<file path="src/rtl/pc_sequencer.sv">
// Program-counter unit for the fetch stage.
// Covers sequential advance, redirects, stalls, a circular return-address stack and exception capture.
module pc_sequencer #(
    parameter int unsigned           ADDR_WIDTH = 32,
    parameter int unsigned           STEP       = 1,
    parameter logic [ADDR_WIDTH-1:0] RESET_ADDR = '0,
    parameter logic [ADDR_WIDTH-1:0] EXC_VECTOR = 32'h0000_0080,
    parameter int unsigned           RAS_DEPTH  = 4
) (
    input  logic                  clk,
    input  logic                  reset,
    input  logic                  stall,
    input  logic                  PCSrc,
    input  logic [ADDR_WIDTH-1:0] setAddress,
    input  logic                  call,
    input  logic                  ret,
    input  logic                  exception,
    output logic [ADDR_WIDTH-1:0] current_pc,
    output logic [ADDR_WIDTH-1:0] epc,
    output logic                  ras_empty,
    output logic                  ras_full,
    output logic                  ras_overflow,
    output logic                  ras_underflow
);

    localparam int unsigned PtrW = $clog2(RAS_DEPTH);
    localparam int unsigned CntW = $clog2(RAS_DEPTH + 1);
    localparam logic [ADDR_WIDTH-1:0] StepVal = ADDR_WIDTH'(STEP);
    localparam logic [CntW-1:0]       CntMax  = CntW'(RAS_DEPTH);

    logic [ADDR_WIDTH-1:0] pc_q, pc_d, epc_q, epc_d, pc_inc;
    logic [ADDR_WIDTH-1:0] ras_q [RAS_DEPTH];
    logic [PtrW-1:0]       tp_q, tp_d;
    logic [CntW-1:0]       cnt_q, cnt_d;
    logic                  ovf_q, ovf_d, unf_q, unf_d;
    logic                  push;

    assign pc_inc = pc_q + StepVal;

    always_comb begin
        pc_d  = pc_q;
        epc_d = epc_q;
        tp_d  = tp_q;
        cnt_d = cnt_q;
        ovf_d = 1'b0;
        unf_d = 1'b0;
        push  = 1'b0;
        if (exception) begin
            pc_d  = EXC_VECTOR;
            epc_d = pc_q;
        end else if (stall) begin
            pc_d = pc_q;
        end else if (call && ret) begin
            // Tail call: the callee returns straight to our caller, so the stack is untouched.
            pc_d = setAddress;
        end else if (ret) begin
            if (cnt_q != '0) begin
                pc_d  = ras_q[tp_q];
                tp_d  = tp_q - PtrW'(1);
                cnt_d = cnt_q - CntW'(1);
            end else begin
                pc_d  = pc_inc;
                unf_d = 1'b1;
            end
        end else if (call) begin
            pc_d = setAddress;
            tp_d = tp_q + PtrW'(1);
            push = 1'b1;
            if (cnt_q != CntMax) begin
                cnt_d = cnt_q + CntW'(1);
            end else begin
                ovf_d = 1'b1;
            end
        end else if (PCSrc) begin
            pc_d = setAddress;
        end else begin
            pc_d = pc_inc;
        end
    end

    always_ff @(posedge clk) begin
        if (reset) begin
            pc_q  <= RESET_ADDR;
            epc_q <= '0;
            tp_q  <= '0;
            cnt_q <= '0;
            ovf_q <= 1'b0;
            unf_q <= 1'b0;
        end else begin
            pc_q  <= pc_d;
            epc_q <= epc_d;
            tp_q  <= tp_d;
            cnt_q <= cnt_d;
            ovf_q <= ovf_d;
            unf_q <= unf_d;
        end
    end

    // Stack contents need no reset; when full, the new top slot is the oldest entry.
    always_ff @(posedge clk) begin
        if (!reset && push) begin
            ras_q[tp_d] <= pc_inc;
        end
    end

    assign current_pc    = pc_q;
    assign epc           = epc_q;
    assign ras_empty     = (cnt_q == '0);
    assign ras_full      = (cnt_q == CntMax);
    assign ras_overflow  = ovf_q;
    assign ras_underflow = unf_q;

endmodule

</file>
<file path="config.mk">
export PLATFORM = sky130hd
export DESIGN_NAME = pc_sequencer
export DESIGN_NICKNAME = d
export VERILOG_FILES = /design/src/rtl/pc_sequencer.sv
export SDC_FILE = /design/constraint.sdc
export NUM_CORES = 1
export LEC_CHECK = 0
export BUFFER_PORTS_ARGS = -buffer_cell sky130_fd_sc_hd__buf_2
export CAP_MARGIN = 20
export CORE_AREA = 2 2 126 128
export DETAILED_ROUTE_END_ITERATION = 12
export DIE_AREA = 0 0 128 130
export GPL_TIMING_DRIVEN = 1
export HOLD_SLACK_MARGIN = 0.12
export PLACE_DENSITY = 0.78
export SLEW_MARGIN = 20
export SYNTH_ARGS = -nofsm -noshare
export SYNTH_HDL_FRONTEND = slang
export SYNTH_SLANG_ARGS = --single-unit
export TNS_END_PERCENT = 10
</file>
<file path="constraint.sdc">
create_clock -name clk -period 5.8 [get_ports clk]
set_clock_uncertainty 0.2 [all_clocks]
set_input_delay 0.87 -clock clk [delete_from_list [all_inputs] [get_ports clk]]
set_output_delay 0.87 -clock clk [all_outputs]
set_load 0.01 [all_outputs]
</file>
==> metrics.cfg, run 1 <==
[outcome]
outcome = finished clean

[min_path]
min_delay_path_depth = 2
min-delay-start = epc[5]
min_to = epc[5]
worstHoldPathType = flip-flop to flip-flop

[setup_path]
crit_top_cell = nor2_1
cp.depth = 7
r2r-start = tp_q[0]
cp-end-kind = flip-flop
crit_slowest_cell = buf_2
cp.buffers_inverters = 2
crit_chain = buf_2, nor2_1, nand2_1, nor2_1, xnor2_1, and4_1, buf_4
critPathRequiredTime_ns = 5.69
crit_family = buffers and inverters
critPathMaxFanout = 53
slowest_delay_ns = 0.79
cp-start-kind = input pin
critPathKind = input pin to flip-flop
critPathArrivalTime_ns = 3.42
reg2reg_to = ras_q[0][11]
r2r_cells = 6
reg2reg_slack_ns = 2.66

[clock_network]
cts_resized = 0
cts_buffers = 17
cts_hold_buf = 0
worstSkewPairLatency_ns = 0.44
numClockSinks = 199
path_clk_slew_ns = 0.07
cts_tree = built
cts_root_buffer = clkbuf_16
clockBufferDepth = 2
cts.htree.levels = 4
postCtsSetupBuffers = 0

[floorplan]
die_y_um = 130
pin_count = 107
core_um2 = 15400
initial_core_util_pct = 56.1
rows = 46
dieWidth_um = 128
die_area_um2 = 16600

[sta]
tightest_slew_ns = 1.09
finalMaxSlewViolations = 0
tns_ns = 0
clock.fmax_mhz = 283
max_slew_margin_pct = 27.2
min_period_ns = 3.54
setup-violations-final = 0
hold_viol_final = 0
min_period_over_period_pct = 61.0
rsz0062_at_grt = no
whs_ns = 0.294

[routing]
viasPerCell = 6.56
antenna_left = 0
vias = 6197
dr.pass1.iters = 6
drc_errors = 0
wirelength_mm = 21.9
post_drt_wl_per_cell_um = 23.2
drt-initial-drc-count = 775

[place]
placed_area_um2 = 9310
finalWeightedCongestion = 0.913
io_buffers = 106
dp_hpwl_mm = 14.0
placed_cells_incl_taps = 912

[yosys]
yosys_warnings = 0
avgSynthCellArea_um2 = 13.4
synth_common_cells = edfxtp_1 (128), dfxtp_1 (71), nor2_1 (56), a221oi_1 (35), mux2i_1 (34)
syn_area_um2 = 8660
synth_edf_count = 128
syn-num-nets = 689
synthCells = 648
async_reset_ff_share_pct = 0
synth-seq-cells = 199
yosysTopAreaCellShare_pct = 44.4
synth.most_common_cell = edfxtp_1
synth_area_leaders = edfxtp_1 (44%), dfxtp_1 (16%), mux4_2 (8.1%)
synth_ff_type = edfxtp_1
ys_types = 63
ys_seq_area_share_pct = 60.8
yosysTopAreaCell = edfxtp_1

[pwr]
power_density_nw_per_um2 = 296
p_switching_uw = 660
swShare_pct = 22.5
ir_worst_vdd_v = 0.000244
leakage_nw = 3.60
internal_power_mw = 2.27
combPwrFrac_pct = 7.4
seq_power_share_pct = 52.9
pwr-share-clk_pct = 39.7

[global_routing]
antenna_found_initial = 0
grt_pass1_wl_mm = 33.4
grt_max_degree = 54
grt_usage_pct = 27.1
grt_pass1_vias = 6028
overflow = 0

[cells_and_area]
final_cell_area_um2 = 9900
syn_to_final_growth_pct = 14.3
fin_util_pct = 64.2
instances_no_fill = 944
drive_gt1_share_pct = 27.3
nNetsFinal = 780
antenna_cells = 0

[job]
cap_violations = 0

-- placed cells by master (no fill, tap or decap), drive strengths merged, types with 3 or more instances in the layout --
cell and count:
nand3 12, and3 8, buf 117, nand4 12
xnor2 21, dfxtp 71, mux4 32, a211oi 3
and4 6, a31oi 7, mux2i 34, a221oi 35
nor4 15, o211ai 3, nor3 12, clkbuf 28
inv 25, a21oi 15, nand2 23, xor2 7
a31o 3, o21ai 28, nor2 56, a221o 4
or2 10, edfxtp 128, a22o 3, nor3b 3
-- worst max-delay path by stage --
stage / startpoint / endpoint / slack (ns)
3_5_place_dp: stall / ras_q[0][11] / 1.87
4_1_cts: stall / ras_q[0][11] / 2.31
6_report: stall / ras_q[0][11] / 2.26
3_3_place_gp: stall / ras_q[0][10] / 2.02
2_1_floorplan: exception / ras_q[1][0] / 0.72
5_1_grt: stall / ras_q[0][11] / 2.09
-- cell type report --
| cell class | count | area [µm²] |
|---|---|---|
| clock inverter | 4 | 27.5 |
| timing repair buffer | 117 | 613 |
| sequential | 199 | 5270 |
| fill | 1136 | 5530 |
| inverter | 22 | 82.6 |
| multi-input combinational | 382 | 3100 |
| tap | 192 | 240 |
| clock buffer | 28 | 562 |
-- power groups by stage --
stage | clock, mW | sequential (mW) | combinational (mW)
after floorplan | 0 | 1.58 | 0.137
after detailed placement | 0 | 1.58 | 0.212
after global placement | 0 | 1.58 | 0.204
final | 1.16 | 1.55 | 0.216
after global routing | 1.23 | 1.55 | 0.232
after CTS | 1.17 | 1.55 | 0.213
-- through the flow --
| stage | worst slack (ns) | power [mW] |
|---|---|---|
| CTS | 2.31 | 2.94 |
| detailed placement | 1.87 | 1.79 |
| finish | 2.26 | 2.93 |
| floorplan | 0.717 | 1.72 |
| global placement | 2.02 | 1.79 |
| global route | 2.09 | 3.02 |
-- state kept, by name, indices dropped and copies added (netlist names) --
register,count
ras_underflow,1
epc,32
cnt_q,3
ras_q,128
tp_q,2
current_pc,32
ras_overflow,1
-- layer usage --
metal  global-route usage (%)  routed length, µm  vias up
met1                     35.8               8520     3065
met5                        0                  0        -
met2                     43.9              10700      377
met4                     11.3                633        0
li1                         -                  -     2701
met3                     6.07               1980       54
-- worst min-delay path, delay by kind of cell (launching register included) --
family / cells / cell delay (ns)
flops: 1 / 0.33
mux: 1 / 0.06
simple gates: 1 / 0.07
-- cell families after synthesis --
family          count (synthesis)  share of synthesized area (%)
buf+inv                        67                           3.57
simple gates                  167                           10.3
xor+xnor                       28                           2.83
compound gates                119                           9.84
fa+ha+maj                       2                          0.376
flops                         199                           60.8
mux                            66                           12.3
No activity file was read; power rests on OpenSTA's default activity.
==> run 2, diff against run 1 <==
--- a/config.mk
+++ b/config.mk
@@ -7,12 +7,12 @@
 export LEC_CHECK = 0
 export BUFFER_PORTS_ARGS = -buffer_cell sky130_fd_sc_hd__buf_2
 export CAP_MARGIN = 20
-export CORE_AREA = 2 2 126 128
+export CORE_AREA = 2 2 133 135
 export DETAILED_ROUTE_END_ITERATION = 12
-export DIE_AREA = 0 0 128 130
+export DIE_AREA = 0 0 135 137
 export GPL_TIMING_DRIVEN = 1
 export HOLD_SLACK_MARGIN = 0.12
-export PLACE_DENSITY = 0.78
+export PLACE_DENSITY = 0.74
 export SLEW_MARGIN = 20
 export SYNTH_ARGS = -nofsm -noshare
 export SYNTH_HDL_FRONTEND = slang
==> constraint.sdc (replaced) <==
create_clock -name clk -period 2.9 [get_ports clk]
set_clock_uncertainty 0.2 [all_clocks]
set_input_delay 0.435 -clock clk [delete_from_list [all_inputs] [get_ports clk]]
set_output_delay 0.435 -clock clk [all_outputs]
set_load 0.01 [all_outputs]
==> metrics.cfg, run 2 (same netlist as run 1, synthesis figures left out) <==
[outcome]
outcome = finished clean

[sta]
hold_viol_final = 0
max_slew_margin_pct = 41.8
min_period_ns = 2.59
clock.fmax_mhz = 386
min_period_over_period_pct = 89.4
setup-violations-final = 0
rsz0062_at_grt = no
finalMaxSlewViolations = 0
tightest_slew_ns = 0.864
tns_ns = 0

[setup_path]
cp.buffers_inverters = 0
crit_path_start = current_pc[3]
slowest_delay_ns = 0.80
reg2reg_to = ras_q[0][29]
endpoint = ras_q[0][29]
cp.depth = 4
critPathMaxFanout = 8
r2r_cells = 4
cp-end-kind = flip-flop
crit_family = simple AND/OR/NAND/NOR gates
reg2reg_slack_ns = 0.31
critPathArrivalTime_ns = 2.51
critPathRequiredTime_ns = 2.81
crit_slowest_cell = nor4_1
cp-start-kind = flip-flop
critPathKind = flip-flop to flip-flop
r2r-start = current_pc[3]
crit_chain = and4_1, nand2_1, nor4_1, xor2_1

[pwr]
ir_worst_vdd_v = 0.000454
leakage_nw = 3.76
power_density_nw_per_um2 = 584
power.total_mw = 5.98

[routing]
viasPerCell = 6.31
wirelength_mm = 23.1
dr.pass1.iters = 7
drc_errors = 0
vias = 6283
drt-initial-drc-count = 744
post_drt_wl_per_cell_um = 23.2
antenna_left = 0

[clock_network]
numClockSinks = 199
clockBufferDepth = 2
cts_buffers = 17
cts_tree = built
cts.htree.levels = 4
cts_root_buffer = clkbuf_16
postCtsSetupBuffers = 0
worstSkewPairLatency_ns = 0.43
path_clk_slew_ns = 0.07

[floorplan]
initial_core_util_pct = 50.8
dieWidth_um = 135
core_um2 = 17100
pin_count = 107
rows = 48
die_y_um = 137
die_area_um2 = 18500

[global_routing]
antenna_found_initial = 0
grt_usage_pct = 25.7
grt_max_degree = 41
overflow = 0
grt_pass1_vias = 6215
grt_pass1_wl_mm = 35.3

[cells_and_area]
fin_util_pct = 60.0
antenna_cells = 0
drive_gt1_share_pct = 29.2
largest_register_ffs = 128
multiInputGateArea_um2 = 3150
final_common_cell = edfxtp_1
final_cell_mix = edfxtp_1 (128), buf_2 (106), dfxtp_1 (70), nor2_1 (55), a221oi_1 (35)
nNetsFinal = 799
instances_no_fill = 996
syn_to_final_growth_pct = 18.2
regArea_um2 = 5270
top_register = ras_q
n_fill_cell = 1355

[place]
io_buffers = 106
placed_cells_incl_taps = 962
dp_hpwl_mm = 15.0
finalWeightedCongestion = 0.849

[job]
cap_violations = 0

[min_path]
worstHoldPathType = input pin to flip-flop

run 2: worst register-to-register path, cell delays in order, from the launching register on:
cell and delay [ns]:
dfxtp_1 0.50, and4_1 0.33, nand2_1 0.21, nor4_1 0.81, xor2_1 0.24
run 2: worst min-delay path by stage:
| stage | slack (ns) | start | cells past startpoint | end |
|---|---|---|---|---|
| 3_5_place_dp | 0.28 | epc[0] | 2 | epc[0] |
| 4_1_cts | 0.14 | setAddress[25] | 3 | current_pc[25] |
| 5_1_grt | 0.17 | setAddress[25] | 3 | current_pc[25] |
| 2_1_floorplan | 0.32 | cnt_q[1] | 2 | cnt_q[1] |
| 6_report | 0.15 | setAddress[25] | 3 | current_pc[25] |
| 3_3_place_gp | 0.27 | epc[0] | 2 | epc[0] |
run 2: routing by layer:
metal	GRT usage [%]	wire length, µm	share of wire [%]
met1	33.5	9270	40
met5	0	0	0
met3	6.07	1890	8.2
met2	42.1	11400	49
met4	9.72	560	2.4
run 2: stage by stage:
stage | cell area, µm² | hold WS (ns) | setup slack [ns]
after floorplan | 8720 | 0.322 | 0.0104
after global placement | 9590 | 0.267 | 0.464
after detailed placement | 9590 | 0.276 | 0.340
after CTS | 10200 | 0.139 | 0.409
after global routing | 10200 | 0.173 | 0.255
final | 10200 | 0.145 | 0.308
run 2: layout make-up:
cell class	count	area share, %
Sequential cell	199	51.5
Inverter	22	0.807
Clock inverter	5	0.501
Multi-Input combinational cell	382	30.7
Tap cell	225	2.75
Clock buffer	27	5.55
Timing Repair Buffer	136	8.17
run 2: timing repair:
action                                  CTS  global route
hold buffers                              2             0
endpoints found under the setup margin    0             0
gates resized for setup                   0             0
hold endpoints to repair                  2             0
run 2: power breakdown:
group          internal (mW)  total [mW]  switching [mW]  leakage [nW]
Combinational          0.187       0.469           0.282          1.70
Sequential              3.05        3.10          0.0566          1.75
Clock                   1.44        2.41           0.971         0.308
==> run 3, diff against run 2 <==
--- a/config.mk
+++ b/config.mk
@@ -12,6 +12,7 @@
 export DIE_AREA = 0 0 135 137
 export GPL_TIMING_DRIVEN = 1
 export HOLD_SLACK_MARGIN = 0.12
+export MAX_ROUTING_LAYER = met4
 export PLACE_DENSITY = 0.74
 export SLEW_MARGIN = 20
 export SYNTH_ARGS = -nofsm -noshare
==> metrics.cfg, run 3 (same netlist as run 1, synthesis figures left out) <==
[cells_and_area]
largest_register_ffs = 128
final_cell_mix = edfxtp_1 (128), buf_2 (106), dfxtp_1 (70), nor2_1 (55), a221oi_1 (35)
regArea_um2 = 5270
fin_util_pct = 60.0
antenna_cells = 0
drive_gt1_share_pct = 29.2
n_fill_cell = 1355
top_register = ras_q
final_common_cell = edfxtp_1
instances_no_fill = 996
syn_to_final_growth_pct = 18.2
multiInputGateArea_um2 = 3150
nNetsFinal = 799
final_cell_area_um2 = 10200

[floorplan]
core_um2 = 17100
initial_core_util_pct = 50.8
die_y_um = 137
dieWidth_um = 135
pin_count = 107
rows = 48
die_area_um2 = 18500

[min_path]
min_delay_path_depth = 3
min-delay-start = setAddress[25]
worstHoldPathType = input pin to flip-flop

[routing]
post_drt_wl_per_cell_um = 23.2
viasPerCell = 6.31
antenna_left = 0
drc_errors = 0
drt-initial-drc-count = 753
dr.pass1.iters = 5
wirelength_mm = 23.1
vias = 6282

[setup_path]
reg2reg_to = ras_q[1][29]
crit_path_start = current_pc[3]
cp-start-kind = flip-flop
critPathRequiredTime_ns = 2.81
critPathKind = flip-flop to flip-flop
r2r_cells = 4
r2r-start = current_pc[3]
critPathMaxFanout = 8
reg2reg_slack_ns = 0.35
endpoint = ras_q[1][29]
cp-end-kind = flip-flop
critPathArrivalTime_ns = 2.47

[sta]
hold_viol_final = 0
min_period_ns = 2.55
setup-violations-final = 0
clock.fmax_mhz = 391
tightest_slew_ns = 0.829
max_slew_margin_pct = 44.2
min_period_over_period_pct = 88.1
rsz0062_at_grt = no
finalMaxSlewViolations = 0
tns_ns = 0

[clock_network]
numClockSinks = 199
path_clk_slew_ns = 0.07
postCtsSetupBuffers = 0
clockBufferDepth = 2
worstSkewPairLatency_ns = 0.43
cts_root_buffer = clkbuf_16
cts_resized = 0
cts.htree.levels = 4
cts_tree = built
cts_buffers = 17

[pwr]
ir_worst_vdd_v = 0.000454
power_density_nw_per_um2 = 584
leakage_nw = 3.76
power.total_mw = 5.98

[global_routing]
antenna_found_initial = 0
grt_usage_pct = 26.5
grt_pass1_wl_mm = 35.3
overflow = 0
grt_max_degree = 41
grt_pass1_vias = 6220

[place]
io_buffers = 106
placed_cells_incl_taps = 962
placed_area_um2 = 9590
finalWeightedCongestion = 0.863
dp_hpwl_mm = 15.0

[outcome]
outcome = finished clean

[job]
cap_violations = 0

==> run 3: cell counts in the layout (fill, tap and decap cells not counted) <==
Identical to the previous run, type by type.
==> run 3: where the power goes <==
group	total, mW	internal [mW]	switching [mW]
Clock	2.41	1.44	0.971
Combinational	0.470	0.187	0.282
Sequential	3.10	3.05	0.0566
Total	5.98	4.67	1.31
==> run 3: how the worst min path moves through the flow <==
stage,end,slack [ns]
after floorplan,cnt_q[1],0.32
after global placement,epc[0],0.27
after detailed placement,epc[0],0.28
after CTS,current_pc[25],0.14
after global routing,current_pc[25],0.17
final,current_pc[25],0.15
==> run 3: critical path: stages, from the launching register on <==
cell,delay [ns]
dfxtp_1,0.50
and4_1,0.33
nand2_1,0.20
nor4_1,0.78
xor2_1,0.23
==> run 3: metal layers <==
layer | global-route usage, % | vias to the layer above | share of wire (%)
met5 | - | - | 0
met4 | 10.1 | 0 | 2.6
met3 | 5.96 | 51 | 8.2
met2 | 41.8 | 342 | 49
met1 | 33.7 | 3155 | 40
li1 | - | 2734 | -
==> run 3: final cells by class <==
cell class,count,area share (%)
Clock inverter,5,0.501
Tap cell,225,2.75
Timing Repair Buffer,136,8.17
Sequential cell,199,51.5
Clock buffer,27,5.55
Multi-Input combinational cell,382,30.7
Inverter,22,0.807
==> run 3: timing repair <==
action | CTS | global route
endpoints found under the hold margin | 2 | 0
endpoints found under the setup margin | 0 | 0
hold buffers | 2 | 0
==> run 3: stage by stage <==
stage	hold slack, ns	setup slack (ns)
2_1_floorplan	0.322	0.0104
3_3_place_gp	0.267	0.464
3_5_place_dp	0.276	0.340
4_1_cts	0.139	0.409
5_1_grt	0.173	0.255
6_report	0.147	0.345
